==> config.mk <==
export PLATFORM = sky130hd
export DESIGN_NAME = sigma_accum_seq
export DESIGN_NICKNAME = d
export VERILOG_FILES = /design/src/rtl/sigma_seq_pkg.sv /design/src/rtl/adder.sv /design/src/rtl/sigma4.sv /design/src/rtl/sigma_accum_seq.sv
export SDC_FILE = /design/constraint.sdc
export NUM_CORES = 1
export LEC_CHECK = 0
export CORE_ASPECT_RATIO = 1.75
export CORE_MARGIN = 5
export CORE_UTILIZATION = 40
export DETAILED_ROUTE_END_ITERATION = 6
export GPL_TIMING_DRIVEN = 1
export PLACE_DENSITY = 0.6
export SLEW_MARGIN = 10
export SYNTH_ARGS = -nofsm -noshare
export SYNTH_HDL_FRONTEND = slang
export SYNTH_SLANG_ARGS = --single-unit
==> constraint.sdc <==
create_clock -name clk -period 6.01 [get_ports clk]
set_input_delay 1.202 -clock clk [delete_from_list [all_inputs] [get_ports clk]]
set_output_delay 1.202 -clock clk [all_outputs]
set_load 0.03 [all_outputs]
==> src/rtl/sigma_seq_pkg.sv <==
// sigma_seq_pkg: shared data width and sequencer state encoding
//   N            data width of signed-magnitude values (MSB sign, 8 fraction bits)
//   seq_state_t  IDLE, ACCUM, DRAIN, DONE
package sigma_seq_pkg;
    localparam int N = 16;
    typedef enum logic [1:0] {IDLE, ACCUM, DRAIN, DONE} seq_state_t;
endpackage

==> src/rtl/adder.sv <==
// adder: N-bit signed-magnitude adder, magnitude wraps, zero result is always +0
//   a, b  in   N  signed-magnitude operands
//   s     out  N  signed-magnitude sum
module adder
    import sigma_seq_pkg::*;
(
    input  logic [N-1:0] a,
    input  logic [N-1:0] b,
    output logic [N-1:0] s
);
    logic [N-2:0] ma, mb, mag;
    logic same, a_ge, sg;
    assign ma   = a[N-2:0];
    assign mb   = b[N-2:0];
    assign same = a[N-1] == b[N-1];
    assign a_ge = ma >= mb;
    assign mag  = same ? ma + mb : (a_ge ? ma - mb : mb - ma);
    assign sg   = same ? a[N-1] : (a_ge ? a[N-1] : b[N-1]);
    assign s    = {sg && (mag != '0), mag};
endmodule

==> src/rtl/sigma4.sv <==
// sigma4: balanced tree of three signed-magnitude adders summing four values
//   a0..a3  in   N  signed-magnitude inputs
//   s       out  N  (a0+a1)+(a2+a3)
module sigma4
    import sigma_seq_pkg::*;
(
    input  logic [N-1:0] a0,
    input  logic [N-1:0] a1,
    input  logic [N-1:0] a2,
    input  logic [N-1:0] a3,
    output logic [N-1:0] s
);
    logic [N-1:0] s01, s23;
    adder u_a01 (.a(a0),  .b(a1),  .s(s01));
    adder u_a23 (.a(a2),  .b(a3),  .s(s23));
    adder u_top (.a(s01), .b(s23), .s(s));
endmodule

==> src/rtl/sigma_accum_seq.sv <==
// sigma_accum_seq: accumulates n_groups sigma4 group sums into one neuron's weighted sum
//   clk, rst             clock, async active-high reset
//   start, n_groups      begin a sum of n_groups groups (IDLE only)
//   in_valid, in_ready   group stream handshake; a0..a3 carry the group
//   out_valid, out_ready result handshake; sum holds the result while out_valid
//   busy                 high whenever not IDLE
module sigma_accum_seq
    import sigma_seq_pkg::*;
#(
    parameter int GW = 4
) (
    input  logic          clk,
    input  logic          rst,
    input  logic          start,
    input  logic [GW-1:0] n_groups,
    input  logic          in_valid,
    output logic          in_ready,
    input  logic [N-1:0]  a0,
    input  logic [N-1:0]  a1,
    input  logic [N-1:0]  a2,
    input  logic [N-1:0]  a3,
    output logic          out_valid,
    input  logic          out_ready,
    output logic [N-1:0]  sum,
    output logic          busy
);
    seq_state_t    state, state_nx;
    logic [GW-1:0] cnt;
    logic [N-1:0]  grp, psum_q, acc, acc_nx;
    logic          psum_v, beat;

    sigma4 u_sigma4 (.a0(a0), .a1(a1), .a2(a2), .a3(a3), .s(grp));
    adder  u_adder  (.a(acc), .b(psum_q), .s(acc_nx));

    assign beat = in_valid && in_ready;

    always_comb begin
        state_nx  = state;
        in_ready  = 1'b0;
        out_valid = 1'b0;
        busy      = state != IDLE;
        case (state)
            IDLE:  if (start) state_nx = (n_groups != '0) ? ACCUM : DONE;
            ACCUM: begin
                in_ready = 1'b1;
                if (in_valid && cnt == GW'(1)) state_nx = DRAIN;
            end
            DRAIN: state_nx = DONE;
            DONE:  begin
                out_valid = 1'b1;
                if (out_ready) state_nx = IDLE;
            end
            default: state_nx = IDLE;
        endcase
        sum = out_valid ? acc : '0;
    end

    // The partial sum registered on one beat folds into acc on the next edge,
    // overlapping with the following beat; DRAIN folds the final one.
    always_ff @(posedge clk or posedge rst) begin
        if (rst) begin
            state  <= IDLE;
            cnt    <= '0;
            psum_q <= '0;
            psum_v <= 1'b0;
            acc    <= '0;
        end else begin
            state  <= state_nx;
            psum_v <= beat;
            if (beat) begin
                psum_q <= grp;
                cnt    <= cnt - 1'b1;
            end
            if (psum_v) acc <= acc_nx;
            if (state == IDLE && start) begin
                acc <= '0;
                cnt <= n_groups;
            end
        end
    end
endmodule

# Word level (Yosys, flattened, before mapping)
# Index checks and enable logic that the tools add are counted.
# W data, S select, Z words.
classes:
  add_sub_neg: 13
  n_reduce_logical: 17
  muxes: 28
  eq_ne: 11
  magnitude_cmp: 4
op_table:
  columns: ["cell", "count"]
  rows:
  - ["$mux W15", 8]
  - ["$sub A15 B15 Y15", 8]
  - ["$add A15 B15 Y15", 4]
  - ["$ge A15 B15 Y1", 4]
  - ["$reduce_bool A15 Y1", 4]
  - ["$mux W16", 3]
  - ["$mux W1", 10]
  - ["$mux W2", 4]
  - ["$mux W4", 2]
  - ["$pmux W2 S4", 1]
  - ["$logic_and A1 B1 Y1", 7]
  - ["$ne A2 B2 Y1 const B", 3]
  - ["$reduce_bool A2 Y1", 3]
  - ["$eq A1 B1 Y1", 4]
  - ["$eq A2 B2 Y1 const B", 2]
  - ["$eq A4 B1 Y1 const B", 1]
  - ["$reduce_bool A4 Y1", 1]
  - ["$sub A4 B1 Y4 const B", 1]
  - ["$reduce_and A3 Y1", 1]
  - ["$eq A2 B1 Y1 const B", 1]
  - ["$logic_not A2 Y1", 1]
word_totals:
  out_inout_bits: 19
  ff_bits: 39
  inputBits: 73
  word_cells: 78

# Logic depth before layout (Yosys ltp)
# Gate-level depths: netlist of the first run.
depth:
  depth_word: 9
  mapped_depth: 30
  mapped_depth_nobuf: 27

# Modules after synthesis
# Synthesis of the first run repeated with hierarchy kept, for this count alone.
unflattened:
  cells_unflattened: 1485
  area_unflattened_um2: 11448.5
by_module_without_submodules:
  columns: ["module", "instances", "cells_each", "seq_area_each_um2", "area_per_inst_um2"]
  rows:
  - ["adder (u_adder)", 1, 340, 0.0, 2431.1]
  - ["adder (u_sigma4.u_a01)", 1, 334, 0.0, 2411.1]
  - ["adder (u_sigma4.u_a23)", 1, 341, 0.0, 2411.1]
  - ["adder (u_sigma4.u_top)", 1, 319, 0.0, 2407.3]
  - ["sigma_accum_seq", 1, 151, 975.9, 1788.0]

# Least setup slack after synthesis of the first run
# Ideal clock, no wire load.
synth_path:
  kind: "input -> register"
  from: "input a2[11]"
  to: "register psum_q[15]"
  setup_time_ns: 0.128
  setup_slack_ns: -0.813
  t_arrival_ns: 6.696
  t_required_ns: 5.882
  n_path_buf: 5
  cell_stages: 29
  path_cell_list: "inv_1 > ha_1 > buf_2 > nand4_1 > or4_1 > buf_2 > nand2_1 > a311oi_1 > o31ai_1 > nand2b_1 > ha_1 > buf_2 > inv_2 > a21oi_1 > nor2_1 > or4_1 > a2111oi_0 > o41ai_1 > a31oi_1 > buf_2 > buf_2 > mux2i_1 > o31a_1 > o21ai_0 > mux2i_1 > xnor2_1 > o31ai_1 > a2111oi_2 > nor2_1"
synth_via:
  elab_chain_len: 9
  elab_cells_between_ends: 21
  classes_between: "add/sub (6); order compare (2); eq/ne (1); mux (8); reduce/logical (4)"
synth_rtl:
  columns: ["element", "line", "rtl"]
  rows:
  - ["start: declaration", "sigma_accum_seq.sv:20", "input logic [N-1:0] a2,"]
  - ["parallel branches: the longest is 8 deep, another holds $sub A15 B15 Y15", null, null]
  - ["$logic_and A1 B1 Y1 (*)", "adder.sv:19", "assign s = {sg && (mag != '0), mag};"]
  - ["end signal: assignment", "sigma_accum_seq.sv:71", "psum_q <= grp;"]
  - ["end: declaration", "sigma_accum_seq.sv:29", "logic [N-1:0] grp, psum_q, acc, acc_nx;"]
# Every way passes the cells marked *.
# A chain may end at the register's enable or synchronous reset.

# Final worst setup path of the first run
layout_path:
  from: "input a2[3]"
  to: "register psum_q[15]"
# Same word-level chain as after synthesis.

==> results.cfg, run 1 <==
[floorplanning]
top_level_ports = 92
die_height_um = 227
num_rows = 79
die-width_um = 134
initial_core_util = 0.406
core_region_area_sq_um = 26600
dieArea_sq_um = 30500

[clocking]
clock_latency_ps = 290
cts_sinks = 39
clock_path_buffers = 2
cts_buffers = 5
root_buffer = clkbuf_16
path_clk_slew_ps = 60
cts_tree = yes
htreeDepth = 2

[sta]
maxSlewHeadroom = 0.285
fmax_mhz = 151
tightest_slew_ps = 1070
slew_viol_final = 0
finalSetupTns_ps = -3060
post-route-period-util = 1.10
fin_worst_skew_ps = 3.61
setup_violations = 13
finalHoldViolCount = 0
rsz0062_at_grt = yes
fin_ws_ps = -620
min_period_ps = 6630

[logic_synthesis]
synth_most_common_cell = inv_1
syn_inst = 1481
synth_top_area_frac = 0.210
synth_cell_types = 95
yosys-top-cells-area = ha_1, dfrtp_1, inv_1
ys_seq_area_frac = 0.0904
ys_ff_latch = 39
synth_area_sq_um = 10800
netlist_top_cells_count = inv_1, ha_1, a21oi_1
synth-edff-count = 0
synth.avg_cell_area_sq_um = 7.29
synthArstFlopShare = 1.00
synth_top_area_cell = ha_1
ys_warn_count = 0
synth_fp_nets = 1747
ys.flop_type = dfrtp_1

[critical_path]
critPathMaxFanout = 5
worstReg2RegEnd = acc[15]$_DFFE_PP0P_
crit_start = a2[3]
crit_arrival_ps = 6800
end_kind = flop
crit_end = psum_q[15]$_DFFE_PP0P_
r2r_setup_slack_ps = 900
worstSetupPathType = in2reg
crit_required_ps = 6180
r2r_start = psum_q[1]$_DFFE_PP0P_
rr_worst_depth = 16
start_kind = primary input

[cells_and_area]
multiInputGateArea_sq_um = 10400
layout.nets = 2283
area_delta_synth_final_pct = 61.4
n_antenna_cell = 0
seq_area_sq_um = 976
fillCellCount = 2267
fin_area_sq_um = 17400
drive_above_1_share = 0.419
final_cells = 2342

[route]
vias_per_cell = 5.66
drt-total-wl_um = 43600
drtIter0Drc = 723
drt_pass1_iterations = 5
wl_per_cell_um = 18.6
ant_nets = 0
vias = 13300
drc = 0

[power]
p_leak_nw = 8.25
powerDensity_nw_per_um2 = 397
finalPower_mw = 6.93
vdd_drop_max_mv = 0.220

[global_routing]
grt_pass1_vias = 13700
grt_usage = 0.270
overflow = 0
antenna_found_initial = 0
grt_pass1_wl_um = 66900
grt_max_degree = 40

[outcome]
status = finished with violations
violations = negative setup slack

[place]
portBuffers = 91
dp_cells = 2260
dpl.hpwl_um = 35000
placed_area_sq_um = 15200
place.gp.congestion = 0.948

[flow_run]
maxCapViolCount = 0

[worst_hold_path]
hold_class = reg2reg
## critical path, stage by stage
cell	delay, ps
buf_6	70
inv_2	30
ha_4	260
nand4_1	230
or4_4	590
buf_8	170
nand2_4	70
a311oi_4	120
nor4_2	360
nand2b_4	240
inv_1	80
ha_4	170
a21oi_4	130
nor2_2	70
or4_4	460
a2111oi_4	360
buf_4	190
o41ai_4	70
a31oi_4	200
buf_6	130
buf_6	100
mux2_4	290
a221o_1	270
a31oi_1	170
xnor2_1	130
a21o_1	180
a2111oi_2	360
nor2_1	70
## kinds of logic after synthesis
group | count (synthesis) | share of synthesized area
compound gates | 479 | 0.302
simple gates | 407 | 0.188
buf+inv | 258 | 0.0941
fa+ha+maj | 193 | 0.232
xor+xnor | 59 | 0.0492
mux | 46 | 0.0439
flops | 39 | 0.0904
## state kept, by name (all words and copies together) (netlist names)
signal and flops:
acc 16, state 2, cnt 4, psum_v 1
psum_q 16
## per-stage QoR
step	hold WS [ps]	util	setup WS [ps]
2_1_floorplan	456	-	-364
3_3_place_gp	467	0.572	-1430
3_5_place_dp	480	0.572	-1470
4_1_cts	493	0.622	-532
5_1_grt	540	0.655	-740
6_report	499	0.655	-620
## worst min path at each step
stage / start / endpoint / slack, ps / depth (start not counted)
2_1_floorplan: psum_q[14]$_DFFE_PP0P_ / psum_q[14]$_DFFE_PP0P_ / 460 / 2
3_3_place_gp: psum_q[14]$_DFFE_PP0P_ / psum_q[14]$_DFFE_PP0P_ / 470 / 2
3_5_place_dp: psum_q[14]$_DFFE_PP0P_ / psum_q[14]$_DFFE_PP0P_ / 480 / 2
4_1_cts: psum_q[14]$_DFFE_PP0P_ / psum_q[14]$_DFFE_PP0P_ / 490 / 2
5_1_grt: psum_q[14]$_DFFE_PP0P_ / psum_q[14]$_DFFE_PP0P_ / 540 / 2
6_report: psum_q[14]$_DFFE_PP0P_ / psum_q[14]$_DFFE_PP0P_ / 500 / 2
## metal layers
metal | up-vias | GRT usage | wire [um]
met4 | 0 | 0.204 | 3870
li1 | 6340 | - | -
met5 | - | 0 | 0
met3 | 206 | 0.0146 | 1110
met1 | 6299 | 0.248 | 14700
met2 | 414 | 0.543 | 23900
## layout make-up
| class | count | share of cell area |
|---|---|---|
| Inverter | 192 | 0.0422 |
| Clock buffer | 6 | 0.00739 |
| Sequential cell | 39 | 0.0560 |
| Tap cell | 324 | 0.0233 |
| Clock inverter | 2 | 0.000718 |
| Multi-Input combinational cell | 1184 | 0.598 |
| Timing Repair Buffer | 595 | 0.272 |
## power by group
part / internal [mW] / switching, mW / leakage [nW]
Sequential: 0.379 / 0.144 / 0.494
Clock: 0.153 / 0.111 / 0.0669
Combinational: 2.89 / 3.25 / 7.69
Total: 3.42 / 3.51 / 8.25
## layout by cell type (no fill, tap or decap), types with 13 or more instances in the layout
| cell | n |
|---|---|
| nor2b_1 | 16 |
| o21bai_1 | 30 |
| nand2b_1 | 14 |
| nor3_1 | 30 |
| a21oi_1 | 124 |
| buf_4 | 471 |
| dfrtp_1 | 39 |
| a21o_1 | 26 |
| inv_2 | 27 |
| nor2_1 | 109 |
| o21ai_1 | 24 |
| o21ai_0 | 57 |
| buf_2 | 18 |
| clkbuf_2 | 19 |
| mux2i_1 | 28 |
| a211oi_1 | 20 |
| ha_1 | 132 |
| buf_6 | 38 |
| xor2_1 | 13 |
| inv_1 | 158 |
| nand3_1 | 25 |
| xnor2_2 | 16 |
| nand2_1 | 78 |
| nand4_1 | 18 |
| ha_4 | 44 |
| clkdlybuf4s50_1 | 31 |
| a211oi_2 | 13 |
| xnor2_1 | 24 |
## what timing repair did
action,in CTS,in global routing
endpoints found under the setup margin,15,15
gates cloned,1,0
gates resized for setup,382,193
hold endpoints to repair,0,0
hold buffers,0,0
pin swaps,70,68
setup buffers,41,40
(Power assumes the default switching activity.)
==> run 2: changes to the inputs <==
--- a/config.mk
+++ b/config.mk
@@ -6,7 +6,6 @@
 export NUM_CORES = 1
 export LEC_CHECK = 0
 export CORE_ASPECT_RATIO = 1.75
-export CORE_MARGIN = 5
 export CORE_UTILIZATION = 40
 export DETAILED_ROUTE_END_ITERATION = 6
 export GPL_TIMING_DRIVEN = 1
==> run 2 against run 1 <==
  * Combinational power down 3%
  * Sequential share of layout area about the same
  * Clock skew is 1.6 ps lower
  * Routed wire length decreased by 0.80%
  * Global-route usage rose by 3.9 points
  * Die area shrank 9.3%
  * The flow still finishes with violations (negative setup slack)
  * Count of clock-buffer cells in the layout increased by 1
  * Critical path depth decreased by 1
  * Final cell count decreased by 0.21%
==> results.cfg, run 2 (synthesized netlist as in run 1, its figures left out) <==
[outcome]
status = finished with violations
violations = negative setup slack

[route]
drc = 0
ant_nets = 0
wl_per_cell_um = 18.5
drt-met1-wl_um = 14500
highest_layer = met4
vias_per_cell = 5.64
vias = 13200
drt-total-wl_um = 43300
drtIter0Drc = 639
dr_wl_met3_um = 1120
met2_length_um = 23900
drt_pass1_iterations = 5

[clocking]
cts_buffers = 5
clock_latency_ps = 290
root_buffer = clkbuf_16
cts_tree = yes
htreeDepth = 2
path_clk_slew_ps = 60
clock_path_buffers = 2
hold_buffers = 0
cts_sinks = 39

[cells_and_area]
largest_registers = acc: 16 flops, psum_q: 16 flops, cnt: 4 flops
final_cell_mix = buf_4, inv_1, ha_1, a21oi_1, nor2_1
layout.nets = 2278
n_antenna_cell = 0
multiInputGateArea_sq_um = 10400
fillCellCount = 2294
seq_area_sq_um = 976
drive_above_1_share = 0.408
final_cells = 2337
final_common_cell = buf_4
area_delta_synth_final_pct = 60.8
fin_area_sq_um = 17400

[floorplanning]
core_region_area_sq_um = 26600
num_rows = 79
dieArea_sq_um = 27700
die_height_um = 219
die-width_um = 126
initial_core_util = 0.406
top_level_ports = 92

[sta]
post-route-period-util = 1.10
tightest_slew_ps = 1080
min_period_ps = 6620
rsz0062_at_grt = yes
maxSlewHeadroom = 0.280
slew_viol_final = 0
fin_worst_skew_ps = 2.02
fin_ws_ps = -609
setup_violations = 12
finalHoldViolCount = 0
fmax_mhz = 151

[power]
switching_share = 0.510
pwr-share-comb = 0.881
pwr-share-seq = 0.077
powerDensity_nw_per_um2 = 390
internal-power_mw = 3.32
finalPower_mw = 6.78
vdd_drop_max_mv = 0.212
p_leak_nw = 8.24
p_sw_mw = 3.46
p_clk_frac = 0.042

[critical_path]
rr_worst_depth = 17
start_kind = primary input
crit_arrival_ps = 6790
r2r_setup_slack_ps = 730
critPathMaxFanout = 6
worstSetupPathType = in2reg
end_kind = flop
crit_required_ps = 6180

[place]
placed_area_sq_um = 15100
place.gp.congestion = 0.949
dpl.hpwl_um = 34600
portBuffers = 91
dp_cells = 2249
place_ws_ps = -1540

[global_routing]
overflow = 0
antenna_found_initial = 0
grt_pass1_vias = 13900
grt_pass1_wl_um = 67600
grt_usage = 0.309
grt_max_degree = 40

[worst_hold_path]
hold_class = reg2reg
hold_depth = 2

[flow_run]
maxCapViolCount = 0
==> run 2: changes by cell type in the layout (fill, tap and decap cells not counted), moves of 5 or more <==
cell and delta:
a211oi_1 +6, clkbuf_2 -13, buf_4 -6, buf_2 +12
a211oi_2 -6, nor2_2 -5
==> run 2: layer usage <==
layer  vias to the layer above  GRT usage
li1                       6337          -
met1                      6288      0.273
met2                       368      0.612
met3                       189     0.0244
met4                         0      0.278
met5                         -          0
==> run 2: metrics by stage <==
step / hold slack (ps) / TNS (ps) / utilization
finish: 486 / -2260 / 0.653
global route: 541 / -4530 / 0.653
CTS: 495 / -879 / 0.634
detailed placement: 482 / -16390 / 0.569
global placement: 471 / -16390 / 0.569
floorplan: 456 / -423 / -
==> run 2: layout make-up <==
type,instances,share of cell area
Timing Repair Buffer,590,0.271
Clock inverter,1,0.000504
Inverter,192,0.0421
Sequential cell,39,0.0562
Tap cell,324,0.0233
Clock buffer,7,0.00821
Multi-Input combinational cell,1184,0.598
==> run 2: worst paths after layout <==
path                                             start                endpoint
worst min register to register  psum_q[14]$_DFFE_PP0P_  psum_q[14]$_DFFE_PP0P_
max in group asynchronous                          rst      acc[9]$_DFFE_PP0P_
worst max register to register   psum_q[1]$_DFFE_PP0P_     acc[15]$_DFFE_PP0P_
worst min-delay path            psum_q[14]$_DFFE_PP0P_  psum_q[14]$_DFFE_PP0P_
worst max-delay path                             a3[3]  psum_q[15]$_DFFE_PP0P_
min in group asynchronous                          rst      cnt[3]$_DFFE_PP0P_
==> run 2: repair_timing <==
| action | in CTS | in global routing |
|---|---|---|
| pin swaps | 109 | 70 |
| endpoints found under the setup margin | 15 | 15 |
| cloned | 1 | 0 |
| buffers inserted | 61 | 25 |
| resized for setup | 463 | 103 |
==> run 2: worst max-delay path, cell delays in order <==
cell and delay [ps]:
buf_8 100, ha_4 260, nand4_1 200, or4_4 560, buf_6 160, nand2_4 70
a311oi_4 100, buf_4 160, o31ai_4 240, nand2b_4 120, ha_4 290, inv_4 40
a21oi_4 150, nor2_2 60, or4_4 520, a2111oi_4 490, o41ai_4 130, a31oi_4 210
buf_12 150, buf_6 90, mux2_4 280, a221o_1 290, a31oi_1 190, xnor2_1 110
a21o_1 190, a2111oi_4 290, nor2_1 80
==> run 2: power by group through the flow <==
stage,combinational (mW),sequential (mW),clock (mW)
final,5.97,0.525,0.283
after global routing,6.43,0.547,0.293
after CTS,5.56,0.522,0.288
after detailed placement,5.11,0.527,0
after global placement,5.06,0.518,0
after floorplan,3.11,0.475,0
==> run 3: changes to the inputs <==
--- a/config.mk
+++ b/config.mk
@@ -8,9 +8,11 @@
 export CORE_ASPECT_RATIO = 1.75
 export CORE_UTILIZATION = 40
 export DETAILED_ROUTE_END_ITERATION = 6
+export DONT_BUFFER_PORTS = 1
 export GPL_TIMING_DRIVEN = 1
-export PLACE_DENSITY = 0.6
+export PLACE_DENSITY = 0.55
 export SLEW_MARGIN = 10
 export SYNTH_ARGS = -nofsm -noshare
 export SYNTH_HDL_FRONTEND = slang
 export SYNTH_SLANG_ARGS = --single-unit
+export TNS_END_PERCENT = 20
==> run 3 against run 2 <==
  * The flow still finishes with violations (negative setup slack)
  * Sequential power is essentially flat
  * Cell area shrank 12%
  * Hold slack gained 3.4 ps
  * Largest cell class unchanged
  * Largest power group unchanged
==> results.cfg, run 3 (synthesized netlist as in run 1, its figures left out) <==
[outcome]
status = finished with violations
violations = negative setup slack

[flow_run]
maxCapViolCount = 0

[global_routing]
overflow = 0
grt_pass1_vias = 12700
antenna_found_initial = 0
grt_usage = 0.286
grt_pass1_wl_um = 62500
grt_max_degree = 40

[worst_hold_path]
hold_class = reg2reg
hold_depth = 2

[sta]
fmax_mhz = 158
rsz0062_at_grt = yes
finalSetupTns_ps = -547
fin_worst_skew_ps = 5.35
min_period_ps = 6350
finalHoldViolCount = 0
setup_violations = 2
maxSlewHeadroom = 0.329
tightest_slew_ps = 981
fin_ws_ps = -336
post-route-period-util = 1.06
slew_viol_final = 0

[cells_and_area]
largest_registers = acc: 16 flops, psum_q: 16 flops, cnt: 4 flops
fin_area_sq_um = 15200
fillCellCount = 2528
multiInputGateArea_sq_um = 9800
finish.utilization = 0.572
area_delta_synth_final_pct = 40.9
n_antenna_cell = 0
final_cell_mix = buf_4, inv_1, ha_1, a21oi_1, nor2_1
seq_area_sq_um = 976
final_common_cell = buf_4
drive_above_1_share = 0.320
layout.nets = 2091

[critical_path]
crit_required_ps = 6190
crit_cells = 25
slowest_stage = or4_4
rr_worst_depth = 16
start_kind = primary input
critPathBufInv = 6
crit_arrival_ps = 6520
end_kind = flop
critPathMaxFanout = 7
worstSetupPathType = in2reg
critical_path.top_delay_family = compound AO/OA/AOI/OAI gates
crit_path_max_incr_delay_ps = 610

[floorplanning]
top_level_ports = 92
die-width_um = 126
num_rows = 79
dieArea_sq_um = 27700
core_region_area_sq_um = 26600
initial_core_util = 0.406
die_height_um = 219

[clocking]
htreeDepth = 2
root_buffer = clkbuf_16
clock_path_buffers = 2
path_clk_slew_ps = 60
hold_buffers = 0
clock_latency_ps = 300
cts_tree = yes
cts_sinks = 39
cts_buffers = 5

[route]
drt_pass1_iterations = 6
drc = 0
ant_nets = 0
drt-total-wl_um = 40000
vias_per_cell = 5.69
wl_per_cell_um = 18.6
drtIter0Drc = 458
vias = 12200

[place]
place.gp.congestion = 0.952
portBuffers = 0
dpl.hpwl_um = 33700
placed_area_sq_um = 13800

[power]
pwr-share-seq = 0.084
internal-power_mw = 3.05
switching_share = 0.513
vdd_drop_max_mv = 0.254
p_sw_mw = 3.21
p_leak_nw = 7.30
p_clk_frac = 0.050
powerDensity_nw_per_um2 = 412
pwr-share-comb = 0.866
==> run 3: cell types whose count changed in the layout (fill, tap and decap cells not counted), sizes merged, moves of 3 or more <==
cell           change
buf              -143
clkdlybuf4s50     -31
clkbuf             -8
clkdlybuf4s15      -4
dlygate4sd2        -3
==> run 3: worst paths after layout <==
kind	startpoint	endpoint	slack (ps)
worst min-delay path	psum_q[14]$_DFFE_PP0P_	psum_q[14]$_DFFE_PP0P_	490
max in group asynchronous	rst	acc[10]$_DFFE_PP0P_	4730
worst max register to register	psum_q[1]$_DFFE_PP0P_	acc[15]$_DFFE_PP0P_	1040
worst max-delay path	a2[0]	psum_q[15]$_DFFE_PP0P_	-340
min in group asynchronous	rst	cnt[2]$_DFFE_PP0P_	910
worst min register to register	psum_q[14]$_DFFE_PP0P_	psum_q[14]$_DFFE_PP0P_	490
==> run 3: power by group through the flow <==
stage	clock, mW	combinational [mW]	sequential [mW]
6_report	0.311	5.43	0.526
5_1_grt	0.330	5.87	0.545
4_1_cts	0.320	5.18	0.524
3_5_place_dp	0	4.91	0.529
3_3_place_gp	0	4.87	0.523
2_1_floorplan	0	3.10	0.475
==> run 3: final cells by class <==
type	instances	share of cell area
well taps	324	0.0266
repair buffers	403	0.206
inverters	192	0.0476
clock inverters	3	0.00288
flip-flops and latches	39	0.0641
clock buffers	5	0.00822
multi-input cells	1184	0.644
==> run 3: worst reg2reg max path, cell delays in order (launching register included) <==
cell and delay [ps]:
dfrtp_1 480, inv_1 140, ha_1 410, nor2b_1 170
o21ai_0 270, a21oi_1 160, o41a_1 360, nor2_1 270
a31oi_1 270, a21o_1 350, a211o_1 310, a221oi_1 450
xnor2_1 250, nor4bb_1 520, nand4b_1 170, o2bb2ai_1 170
a21oi_1 80
==> run 3: layer usage <==
| layer | GRT usage | vias to the layer above | wire [um] |
|---|---|---|---|
| met5 | 0 | - | 0 |
| met3 | 0.0166 | 167 | 1190 |
| met2 | 0.578 | 344 | 22100 |
| met1 | 0.263 | 5765 | 13700 |
| li1 | - | 5958 | - |
| met4 | 0.215 | 0 | 3020 |
==> run 3: timing repair <==
action                     in CTS  in global routing
pin swaps                      33                 50
cloned                          0                  0
setup endpoints to repair      13                 15
gates resized for setup        86                 85
setup buffers                  23                 12
==> run 3: stage by stage <==
| step | setup WS (ps) | hold WS (ps) | total power, mW | cells |
|---|---|---|---|---|
| 3_3_place_gp | -854 | 464 | 5.39 | 2108 |
| 5_1_grt | -592 | 527 | 6.75 | 2150 |
| 6_report | -336 | 489 | 6.26 | 2150 |
| 4_1_cts | -271 | 491 | 6.02 | 2138 |
| 3_5_place_dp | -959 | 477 | 5.44 | 2108 |
| 2_1_floorplan | -378 | 450 | 3.58 | 1481 |
